**src/rtl/adc_seq_ctrl.sv**
```systemverilog
// adc_seq_ctrl: SPI frame sequencer for an 8-bit serial ADC shared by two requesters.
// Each frame holds cs_n_o low for 16 sclk_o periods and captures the data bits
// seen on rising edges 4..11, MSB first. The byte is returned on rdata_o together
// with a one-cycle valid_o pulse, and gnt_o still identifies the owner in that cycle.
// Optional build macro ADC_SEQ_PRIO_EN: fixed priority, where requester 0 always
// wins contention. When it is undefined, arbitration is round-robin.
module adc_seq_ctrl #(
  parameter int unsigned CLK_DIV = 4,  // sclk half-period in clk cycles (2..255)
  parameter int unsigned GAP_HP  = 2   // cs_n high time between frames, in half-periods (1..15)
) (
  input  logic       clk_i,
  input  logic       rst_i,
  input  logic [1:0] req_i,
  output logic [1:0] gnt_o,
  output logic [7:0] rdata_o,
  output logic       valid_o,
  output logic       busy_o,
  output logic       sclk_o,
  output logic       cs_n_o,
  input  logic       sdata_i
);

  localparam logic [7:0] DIV_LAST = 8'(CLK_DIV - 1);
  localparam logic [4:0] GAP_LAST = 5'(GAP_HP - 1);

  typedef enum logic [1:0] {IDLE, SETUP, SHIFT, HOLD} state_e;

  state_e     state_q, state_d;
  logic [1:0] req_q;
  logic [7:0] div_q, div_d;    // clk cycles within the current half-period
  logic [4:0] edge_q, edge_d;  // rising edges seen in SHIFT; half-periods elapsed in HOLD
  logic [7:0] shreg_q, shreg_d;
  logic [7:0] rdata_q, rdata_d;
  logic       valid_q, valid_d;
  logic [1:0] gnt_q, gnt_d;
  logic       sclk_q, sclk_d;
  logic       cs_n_q, cs_n_d;
  logic [1:0] win;

`ifdef ADC_SEQ_PRIO_EN
  // Fixed priority: requester 0 wins whenever it is asking.
  always_comb begin
    win = req_q[0] ? 2'b01 : {req_q[1], 1'b0};
  end
`else
  logic ptr_q, ptr_d;  // index of the last requester served

  // Round-robin: on contention, the requester not served last wins.
  always_comb begin
    if (req_q == 2'b11) win = ptr_q ? 2'b01 : 2'b10;
    else                win = req_q;
  end

  // The last-served pointer advances only when a grant is issued.
  always_comb begin
    ptr_d = ptr_q;
    if (state_q == IDLE && req_q != 2'b00) ptr_d = win[1];
  end

  // Pointer register. It resets to requester 1, so requester 0 wins the first contention.
  always_ff @(posedge clk_i or posedge rst_i) begin
    if (rst_i) ptr_q <= 1'b1;
    else       ptr_q <= ptr_d;
  end
`endif

  // FSM next state and datapath: arbitration, setup delay, the 16-period shift, and the cs_n gap.
  always_comb begin
    state_d = state_q;
    div_d   = div_q;
    edge_d  = edge_q;
    shreg_d = shreg_q;
    rdata_d = rdata_q;
    valid_d = 1'b0;
    gnt_d   = gnt_q;
    sclk_d  = sclk_q;
    cs_n_d  = cs_n_q;
    case (state_q)
      IDLE: begin
        sclk_d = 1'b1;
        cs_n_d = 1'b1;
        gnt_d  = 2'b00;
        if (req_q != 2'b00) begin
          gnt_d   = win;
          cs_n_d  = 1'b0;
          div_d   = 8'd0;
          state_d = SETUP;
        end
      end
      SETUP: begin
        if (div_q == DIV_LAST) begin
          div_d   = 8'd0;
          edge_d  = 5'd0;
          shreg_d = 8'h00;
          sclk_d  = 1'b0;  // falling edge 1 opens the first low half
          state_d = SHIFT;
        end else begin
          div_d = div_q + 8'd1;
        end
      end
      SHIFT: begin
        if (div_q == DIV_LAST) begin
          div_d = 8'd0;
          if (!sclk_q) begin
            // End of a low half: raise sclk, and capture if this is rising edge 4..11.
            sclk_d = 1'b1;
            edge_d = edge_q + 5'd1;
            if (edge_q >= 5'd3 && edge_q <= 5'd10) shreg_d = {shreg_q[6:0], sdata_i};
          end else if (edge_q == 5'd16) begin
            // End of the high half of period 16: close the frame and publish the byte.
            cs_n_d  = 1'b1;
            rdata_d = shreg_q;
            valid_d = 1'b1;
            edge_d  = 5'd0;
            state_d = HOLD;
          end else begin
            sclk_d = 1'b0;
          end
        end else begin
          div_d = div_q + 8'd1;
        end
      end
      HOLD: begin
        // gnt stays up through the valid cycle so that valid && gnt[i] marks the owner.
        gnt_d = 2'b00;
        if (div_q == DIV_LAST) begin
          div_d = 8'd0;
          if (edge_q == GAP_LAST) state_d = IDLE;
          else                    edge_d  = edge_q + 5'd1;
        end else begin
          div_d = div_q + 8'd1;
        end
      end
      default: state_d = IDLE;
    endcase
  end

  // State and output registers. sclk and cs_n come straight from flops, so they are glitch-free.
  always_ff @(posedge clk_i or posedge rst_i) begin
    if (rst_i) begin
      state_q <= IDLE;
      req_q   <= 2'b00;
      div_q   <= 8'd0;
      edge_q  <= 5'd0;
      shreg_q <= 8'h00;
      rdata_q <= 8'h00;
      valid_q <= 1'b0;
      gnt_q   <= 2'b00;
      sclk_q  <= 1'b1;
      cs_n_q  <= 1'b1;
    end else begin
      state_q <= state_d;
      req_q   <= req_i;
      div_q   <= div_d;
      edge_q  <= edge_d;
      shreg_q <= shreg_d;
      rdata_q <= rdata_d;
      valid_q <= valid_d;
      gnt_q   <= gnt_d;
      sclk_q  <= sclk_d;
      cs_n_q  <= cs_n_d;
    end
  end

  assign gnt_o   = gnt_q;
  assign rdata_o = rdata_q;
  assign valid_o = valid_q;
  assign busy_o  = (state_q != IDLE);
  assign sclk_o  = sclk_q;
  assign cs_n_o  = cs_n_q;

endmodule

```
**config.mk**
```make
export PLATFORM = sky130hd
export DESIGN_NAME = adc_seq_ctrl
export DESIGN_NICKNAME = d
export VERILOG_FILES = /design/src/rtl/adc_seq_ctrl.sv
export SDC_FILE = /design/constraint.sdc
export NUM_CORES = 1
export LEC_CHECK = 0
export CORE_MARGIN = 2
export CORE_UTILIZATION = 51
export DETAILED_ROUTE_END_ITERATION = 10
export GPL_TIMING_DRIVEN = 0
export PLACE_DENSITY = 0.75
export RECOVER_POWER = 50
export SKIP_LAST_GASP = 1
export SLEW_MARGIN = 20
export SYNTH_ARGS = -nofsm -noshare
export SYNTH_HDL_FRONTEND = slang
export SYNTH_SLANG_ARGS = --single-unit
```
**constraint.sdc**
```tcl
create_clock -name clk_i -period 2 [get_ports clk_i]
set_clock_uncertainty 0.15 [all_clocks]
set_input_delay 0.4 -clock clk_i [delete_from_list [all_inputs] [get_ports clk_i]]
set_output_delay 0.4 -clock clk_i [all_outputs]
set_load 0.02 [all_outputs]
```
Yosys cells after proc, flatten, opt, wreduce, memory -nomap -nowiden
Cells that the tools add are included.
{ "totals": {"ff_bits": 39, "latchBits": 0, "ram_bits": 0, "mem_bits_ro": 0, "output_inout_bits": 14, "elab_cells": 90, "mem_count": 0} }
{ "classes": {"n_addsub": 2, "n_mul": 0, "div_mod_pow": 0, "magnitude_cmp": 2, "eq_ne": 18, "n_shift": 0, "muxes": 40, "bitwise": 0, "n_reduce_logical": 17} }
{ "op_table": {"columns": ["cell", "count"], "rows": [
  ["2-to-1 mux 8 bit", 6],
  ["one-hot mux 8 bit (2 select lines)", 2],
  ["2-to-1 mux 5 bit", 6],
  ["2-to-1 mux 2 bit", 10],
  ["inequality test 2 bit, second input constant", 9],
  ["one-hot mux 5 bit (3 select lines)", 1],
  ["2-to-1 mux 1 bit", 11],
  ["nonzero test 2 bit", 5],
  ["adder 8 x 1 -> 8 bit, second input constant", 1],
  ["== test 8 x 2 -> 1 bit, second input constant", 1],
  ["one-hot mux 2 bit (4 select lines)", 1],
  ["AND reduction 4 bit", 2],
  ["AND reduction 7 bit", 1],
  ["== test 2 bit, second input constant", 3],
  ["AND reduction 6 bit", 1],
  ["nonzero test 3 bit", 2],
  ["adder 5 x 1 -> 5 bit, second input constant", 1],
  ["== test 5 x 1 -> 1 bit, second input constant", 1],
  ["== test 5 bit, second input constant", 1],
  ["greater-or-equal comparator 5 x 2 -> 1 bit, second input constant", 1],
  ["less-or-equal comparator 5 x 4 -> 1 bit, second input constant", 1],
  ["AND reduction 5 bit", 1],
  ["one-hot mux 2 bit (2 select lines)", 1],
  ["inequality test 3 bit, second input constant", 1],
  ["8 further kinds", 9]
]} }

Depth between registers and ports, before layout
Gate-level depths: netlist of the first run.
{ "logic_depth": {"word_depth": 6, "mapped_depth": 8, "ltp_nobuf": 6} }

Worst setup path before layout of the first run
No wires, ideal clock.
{ "synth_timing": {"path_type": "reg-to-reg", "startpoint": "register state_q[0]", "endpoint": "register state_q[1]", "setup_ns": 0.125, "t_arrival_ns": 1.959, "required_ns": 1.725, "slack_ns": -0.234, "stages_incl_launch_ff": 8, "path_cell_list": "dfrtp_1 inv_1 ha_1 clkbuf_1 inv_1 nor3_2 a2111o_1 mux2_4"} }
{ "synth_between": {"elab_chain_len": 3} }
{ "synth_rtl": {"columns": ["element", "line", "rtl"], "rows": [
  ["start: declaration", "28", "state_e state_q, state_d;"],
  ["start signal: assignment", "152", "state_q <= state_d;"],
  ["== test 2 bit (tied with other cells)", "78", "case (state_q)"],
  ["inequality test 2 bit (no source line) or inequality test 2 x 1 -> 1 bit (tied branches)", null, null],
  ["AND reduction 7 bit (no source line)", null, null]
]} }
Parallel ways exist; a longest one is shown, timed or not.
A chain may end at the register's enable or synchronous reset.

Final worst setup path of the first run
{ "layout_timing": {"startpoint": "register edge_q[1]", "endpoint": "register state_q[1]"} }
{ "layout_between": {"elab_chain_len": 3} }
{ "layout_rtl": {"columns": ["element", "line", "rtl"], "rows": [
  ["start: declaration", "31", "logic [4:0] edge_q, edge_d;"],
  ["start signal: assignment", "155", "edge_q <= edge_d;"],
  ["== test 5 x 1 -> 1 bit or == test 5 bit (tied branches)", "128, 109", null],
  ["inequality test 2 bit (no source line)", null, null],
  ["AND reduction 7 bit (no source line) (*)", null, null]
]} }
Mark *: on every way between the ends. The rest lies on a longest branch, timed or not.

==> results of run 1 <==
-- cell usage after synthesis, types with 2 or more instances --
library cell  number
nor2b_1            3
o21bai_1           2
o21ai_0           10
a211oi_1           2
a22o_1             3
mux2i_1            2
dfrtp_1           36
buf_2              3
nand2_1           17
nand3_1            9
o31ai_1            5
a32o_1             2
mux2_2             8
xnor2_1            2
o211ai_1           9
clkbuf_1           5
o311ai_0           2
and2_1             3
a31oi_1            2
inv_1              8
and3_1             5
dfstp_2            3
ha_1               9
a21oi_1            7
nand4b_1           6
nand2b_1           4
nor2_1             5
nor3_2             2
-- flip-flops by register name, summed over array words and instances (netlist names) --
signal,flops
cs_n_o,1
div_q,8
edge_q,5
gnt_o,2
ptr_q,1
rdata_o,8
req_q,2
sclk_o,1
shreg_q,8
state_q,2
valid_o,1
-- what timing repair did --
action	in CTS	in global routing
gates resized for setup	31	21
pin swaps	6	6
gates cloned	0	1
setup endpoints to repair	26	26
setup buffers	13	5
-- placed cells by master, fill, tap and decap left out, types with 3 or more instances in the layout --
cell,count
dfrtp_1,34
buf_4,18
nand2_1,17
clkdlybuf4s50_1,12
o21ai_0,10
mux2_4,9
nand3_1,9
o211ai_1,9
a21oi_1,6
nand4b_1,6
ha_1,6
clkbuf_8,6
inv_2,5
o31ai_1,5
nor2_1,4
and3_1,4
nand2b_1,4
a22o_1,3
clkbuf_2,3
inv_1,3
ha_4,3
dfstp_2,3
dlygate4sd3_1,3
-- layer usage --
layer | track usage, % | vias to the layer above | wire length, um
met4 | 8.00 | 0 | 111
met3 | 4.67 | 10 | 210
met5 | 0 | - | 0
met2 | 36.2 | 52 | 2310
li1 | - | 817 | -
met1 | 27.8 | 829 | 2130
-- final cells by class --
class                      instances  area, um2
buffer                             5       51.3
clock buffer                       6       82.6
clock inverter                     2       35.0
fill                             300       1220
inverter                           8       30.0
multi-input combinational        140       1190
sequential                        39        982
tap                               50       62.6
timing repair buffer              38        318
-- worst reg2reg max path: stages (launching register included) --
cell	delay, ns
dfrtp_1	0.40
inv_2	0.07
ha_1	0.14
or4b_4	0.48
a2111o_1	0.43
mux2_4	0.31
-- through the flow --
| step | hold WS (ns) | worst slack (ns) |
|---|---|---|
| after global placement | 0.317 | -0.283 |
| final | 0.362 | -0.0818 |
| after CTS | 0.281 | -0.0537 |
| after floorplan | 0.281 | -0.0502 |
| after detailed placement | 0.325 | -0.319 |
| after global routing | 0.385 | -0.134 |
-- kinds of logic after synthesis --
kind of cell	Yosys count	synth area share, %
AO/OA/AOI/OAI	55	19.0
XOR/XNOR	2	0.844
adder cells (fa/ha/maj)	9	5.43
multiplexers	12	6.57
buffers and inverters	16	3.07
flip-flops	39	47.2
AND/OR/NAND/NOR	62	17.8
-- path summary, 6_finish.rpt --
path / cells past startpoint / to
max in group asynchronous: 3 / edge_q[0]$_DFFE_PP0P_
hold / removal: 1 / rdata_o[3]$_DFFE_PP0P_
hold reg to reg: 1 / rdata_o[3]$_DFFE_PP0P_
setup / recovery: 5 / state_q[1]$_DFFE_PP0P_
min in group asynchronous: 2 / rdata_o[5]$_DFFE_PP0P_
setup reg to reg: 5 / state_q[1]$_DFFE_PP0P_
-- report_power, final --
| group | internal, uW | switching, uW |
|---|---|---|
| logic | 854 | 884 |
| registers | 950 | 156 |
| clock network | 404 | 276 |
==> impl_metrics.json, run 1 <==
{
  "status": "complete, but fails checks",
  "violations": "negative setup slack",
  "track_usage_pct": 21.8,
  "portBuffers": 18,
  "die_area_um2": 4600,
  "clockBufferDepth": 2,
  "synth_edf_count": 0,
  "total_power_uw": 3520,
  "hp-class": "flip-flop to flip-flop",
  "viasPerCell": 5.93,
  "synthesis.nets": 209,
  "die_y_um": 67.8,
  "finalWirelength_um": 4750,
  "setup_violations": 11,
  "cp_max_fo": 2,
  "final_area_um2": 2760,
  "worstSkewPairLatency_ns": 0.29,
  "start_util_pct": 52.3,
  "worst_pin_slew_ns": 0.645,
  "final_nets": 251,
  "startpoint": "edge_q[1]$_DFFE_PP0P_",
  "routedWlPerCell_um": 16.5,
  "ys.warnings.count": 0,
  "cp-start-kind": "flip-flop",
  "cellLeakagePower_uw": 0.00120,
  "synth_top_cell_area_share_pct": 43.4,
  "fin_cells": 288,
  "rrSetupSlack_ns": -0.08,
  "placed_cells": 264,
  "core_area_um2": 3970,
  "min-delay-start": "rdata_o[3]$_DFFE_PP0P_",
  "syn_area_per_cell_um2": 10.6,
  "drive_gt1_share_pct": 30.7,
  "ir_drop_mv": 0.984,
  "synth_area_um2": 2080,
  "synthesis.instances": 195,
  "dp_hpwl_um": 2890,
  "max_cap_viol_count": 0,
  "syn2layout_area_growth_pct": 32.7,
  "slew_headroom_pct": 56.9,
  "drv_slew": 0,
  "powerDensity_nw_per_um2": 1280,
  "path_cells": "inv_2 -> ha_1 -> or4b_4 -> a2111o_1 -> mux2_4",
  "gp_congestion": 0.793,
  "synth_top_cell_by_area": "dfrtp_1",
  "rows": 23,
  "ant_nets": 0,
  "synth_flop_cell": "dfrtp_1",
  "timing.rr.start": "edge_q[1]$_DFFE_PP0P_",
  "clk_pin_slew_ns": 0.07,
  "synth_area_leaders": "dfrtp_1, ha_1, mux2_2, dfstp_2, o211ai_1",
  "crit_required_ns": 2.03,
  "seq_area_frac_synth_pct": 47.2,
  "yosys_register_bits": 39,
  "setup-tns-final_ns": -0.663,
  "crit_family": "simple AND/OR/NAND/NOR gates",
  "final.period_utilization_pct": 104,
  "clkSinkCount": 39,
  "critPathBufInv": 1,
  "cts_buffers": 5,
  "cp-end-kind": "flip-flop",
  "htreeDepth": 2,
  "hold_viol": 0,
  "drtIter0Drc": 97,
  "min_period_ns": 2.08,
  "root_buffer": "clkbuf_8",
  "postPlaceCellArea_um2": 2370,
  "hold_buffers": 0,
  "rsz0062_at_grt": "true",
  "setup_slack_ns": -0.0818,
  "drc_errors": 0,
  "cp_slowest_cell": "or4b_4",
  "antenna_found_initial": 0,
  "grt_pass1_vias": 1651,
  "fmax_mhz": 480,
  "grt_max_degree": 24,
  "diodes": 0,
  "grt_pass1_wl_um": 7520,
  "firstDrtPassIters": 4,
  "tritoncts": "yes",
  "die_w_um": 67.8,
  "worstSetupPathType": "flip-flop to flip-flop",
  "ioPinCount": 19,
  "synth_cell_types": 49,
  "arrival_ns": 2.11,
  "final_util_pct": 69.4,
  "max_stage_delay_ns": 0.48,
  "synthArstFlopShare_pct": 100,
  "overflow": 0,
  "vias": 1708
}
Note: power is estimated with default switching activity, not from simulation.
==> inputs of run 2 (changes only) <==
- ABC_CLOCK_PERIOD_IN_PS: unset -> 2000
==> results of run 2 <==
Same layout as run 1: the final DEF is identical, and so are final timing and power.
==> inputs of run 3 (changes only) <==
--- a/config.mk
+++ b/config.mk
@@ -7,9 +7,11 @@
 export LEC_CHECK = 0
 export ABC_CLOCK_PERIOD_IN_PS = 2000
+export CELL_PAD_IN_SITES_DETAIL_PLACEMENT = 1
+export CELL_PAD_IN_SITES_GLOBAL_PLACEMENT = 2
 export CORE_MARGIN = 2
-export CORE_UTILIZATION = 51
+export CORE_UTILIZATION = 34
 export DETAILED_ROUTE_END_ITERATION = 10
 export GPL_TIMING_DRIVEN = 0
-export PLACE_DENSITY = 0.75
+export PLACE_DENSITY_LB_ADDON = 0.1
 export RECOVER_POWER = 50
 export SKIP_LAST_GASP = 1
--- a/constraint.sdc
+++ b/constraint.sdc
@@ -3,3 +3,3 @@
 set_input_delay 0.4 -clock clk_i [delete_from_list [all_inputs] [get_ports clk_i]]
 set_output_delay 0.4 -clock clk_i [all_outputs]
-set_load 0.02 [all_outputs]
+set_load 0.005 [all_outputs]
==> run 3 against run 2 <==
Compared with the run above: the flow still finishes with violations (negative setup slack); setup slack got worse by 0.034 ns; utilization decreased by 20 points; worst hold slack got worse by 0.015 ns; via count is 2.2% higher; power rose by 3.4%; critical path depth is the same.
==> impl_metrics.json, run 3 (synthesis results as in run 1) <==
{
  "status": "complete, but fails checks",
  "violations": "negative setup slack",
  "antenna_found_initial": 0,
  "cts_buffers": 5,
  "firstDrtPassIters": 4,
  "root_buffer": "clkbuf_8",
  "final_cell_mix": "dfrtp_1, buf_4, nand2_1",
  "cp-end-kind": "flip-flop",
  "clkPwrFrac_pct": 14.2,
  "grt_pass1_wl_um": 9200,
  "final.period_utilization_pct": 106,
  "layout_commonest_cell": "dfrtp_1",
  "rsz0062_at_grt": "true",
  "holdWs_ns": 0.347,
  "routedWlPerCell_um": 17.6,
  "final_nets": 263,
  "worst_pin_slew_ns": 0.785,
  "die_area_um2": 6750,
  "max_cap_viol_count": 0,
  "hold_viol": 0,
  "hp-class": "flip-flop to flip-flop",
  "power.switching_uw": 1430,
  "start_util_pct": 35.1,
  "drtIter0Drc": 105,
  "vias": 1746,
  "gp_congestion": 0.780,
  "final_util_pct": 49.3,
  "seq_power_share_pct": 30.4,
  "clockBufferDepth": 2,
  "diodes": 0,
  "ioPinCount": 19,
  "die_w_um": 82.1,
  "setup_slack_ns": -0.115,
  "cp_max_fo": 3,
  "cellLeakagePower_uw": 0.00125,
  "ir_drop_mv": 0.621,
  "worstSetupPathType": "flip-flop to flip-flop",
  "portBuffers": 18,
  "syn2layout_area_growth_pct": 40.6,
  "drv_slew": 0,
  "slew_headroom_pct": 47.6,
  "cp-start-kind": "flip-flop",
  "p_int_uw": 2220,
  "fmax_mhz": 473,
  "tritoncts": "yes",
  "power.share.combinational_pct": 55.4,
  "viasPerCell": 5.37,
  "hold_buffers": 0,
  "worstSkewPairLatency_ns": 0.29,
  "clkSinkCount": 39,
  "drive_gt1_share_pct": 37.2,
  "track_usage_pct": 18.1,
  "min_period_ns": 2.12,
  "dp_hpwl_um": 3640,
  "die_y_um": 82.1,
  "rows": 28,
  "setup_violations": 12,
  "grt_pass1_vias": 1838,
  "ant_nets": 0,
  "arrival_ns": 2.14,
  "htreeDepth": 2,
  "finalWirelength_um": 5730,
  "clk_pin_slew_ns": 0.08,
  "powerDensity_nw_per_um2": 1250,
  "sw_frac_of_total_pct": 39.2,
  "grt_max_degree": 21,
  "core_area_um2": 5920,
  "drc_errors": 0,
  "overflow": 0,
  "crit_required_ns": 2.03
}
==> run 3: layout make-up <==
cell class                      count  area (um2)
Fill cell                         661        3000
Multi-Input combinational cell    140        1250
Tap cell                           75        93.8
Inverter                            8        35.0
Clock buffer                        7        76.3
Sequential cell                    39         985
Timing Repair Buffer               50         433
Clock inverter                      1        5.00
Buffer                              5        37.5
==> run 3: metrics by stage <==
stage               power (uW)  setup slack [ns]  area, um2  std cells  setup TNS [ns]
floorplan                 1960           -0.0502       2100        195         -0.0502
global placement          2280            -0.352       2380        288          -17.66
detailed placement        2360            -0.456       2400        289           -7.55
CTS                       3210           -0.0867       2700        314          -0.869
global route              3920            -0.144       2920        325           -2.68
finish                    3640            -0.115       2920        325          -0.685
==> run 3: layer usage <==
layer	track usage, %	wire length, um
met1	21.7	2500
met2	33.7	3080
met3	3.48	130
met4	3.17	25
met5	0	0
==> run 3: final timing paths <==
path / endpoint / slack (ns) / cells past startpoint / from
worst min-delay path: gnt_o[0]$_DFFE_PP0P_ / 0.35 / 1 / gnt_o[0]$_DFFE_PP0P_
max in group asynchronous: edge_q[1]$_DFFE_PP0P_ / 0.17 / 3 / rst_i
worst min register to register: gnt_o[0]$_DFFE_PP0P_ / 0.35 / 1 / gnt_o[0]$_DFFE_PP0P_
worst max register to register: state_q[1]$_DFFE_PP0P_ / -0.12 / 5 / edge_q[0]$_DFFE_PP0P_
min in group asynchronous: shreg_q[5]$_DFFE_PP0P_ / 0.54 / 2 / rst_i
worst max-delay path: state_q[1]$_DFFE_PP0P_ / -0.12 / 5 / edge_q[0]$_DFFE_PP0P_
==> run 3: worst max-delay path, stage by stage (launching register included) <==
cell and delay (ns):
dfrtp_2 0.40, buf_12 0.11, ha_4 0.12, or4b_4 0.49, a2111o_1 0.43, mux2_4 0.31
==> run 3: power by group through the flow <==
stage | logic (uW) | registers (uW) | clock network [uW]
3_5_place_dp | 1240 | 1120 | 0
5_1_grt | 2220 | 1130 | 569
6_report | 2020 | 1110 | 516
2_1_floorplan | 883 | 1080 | 0
4_1_cts | 1570 | 1100 | 536
3_3_place_gp | 1180 | 1100 | 0
==> run 3: what timing repair did <==
action                     CTS  global route
gates resized for setup     34            31
setup endpoints to repair   33            26
setup buffers               19            12
pin swaps                    6            10
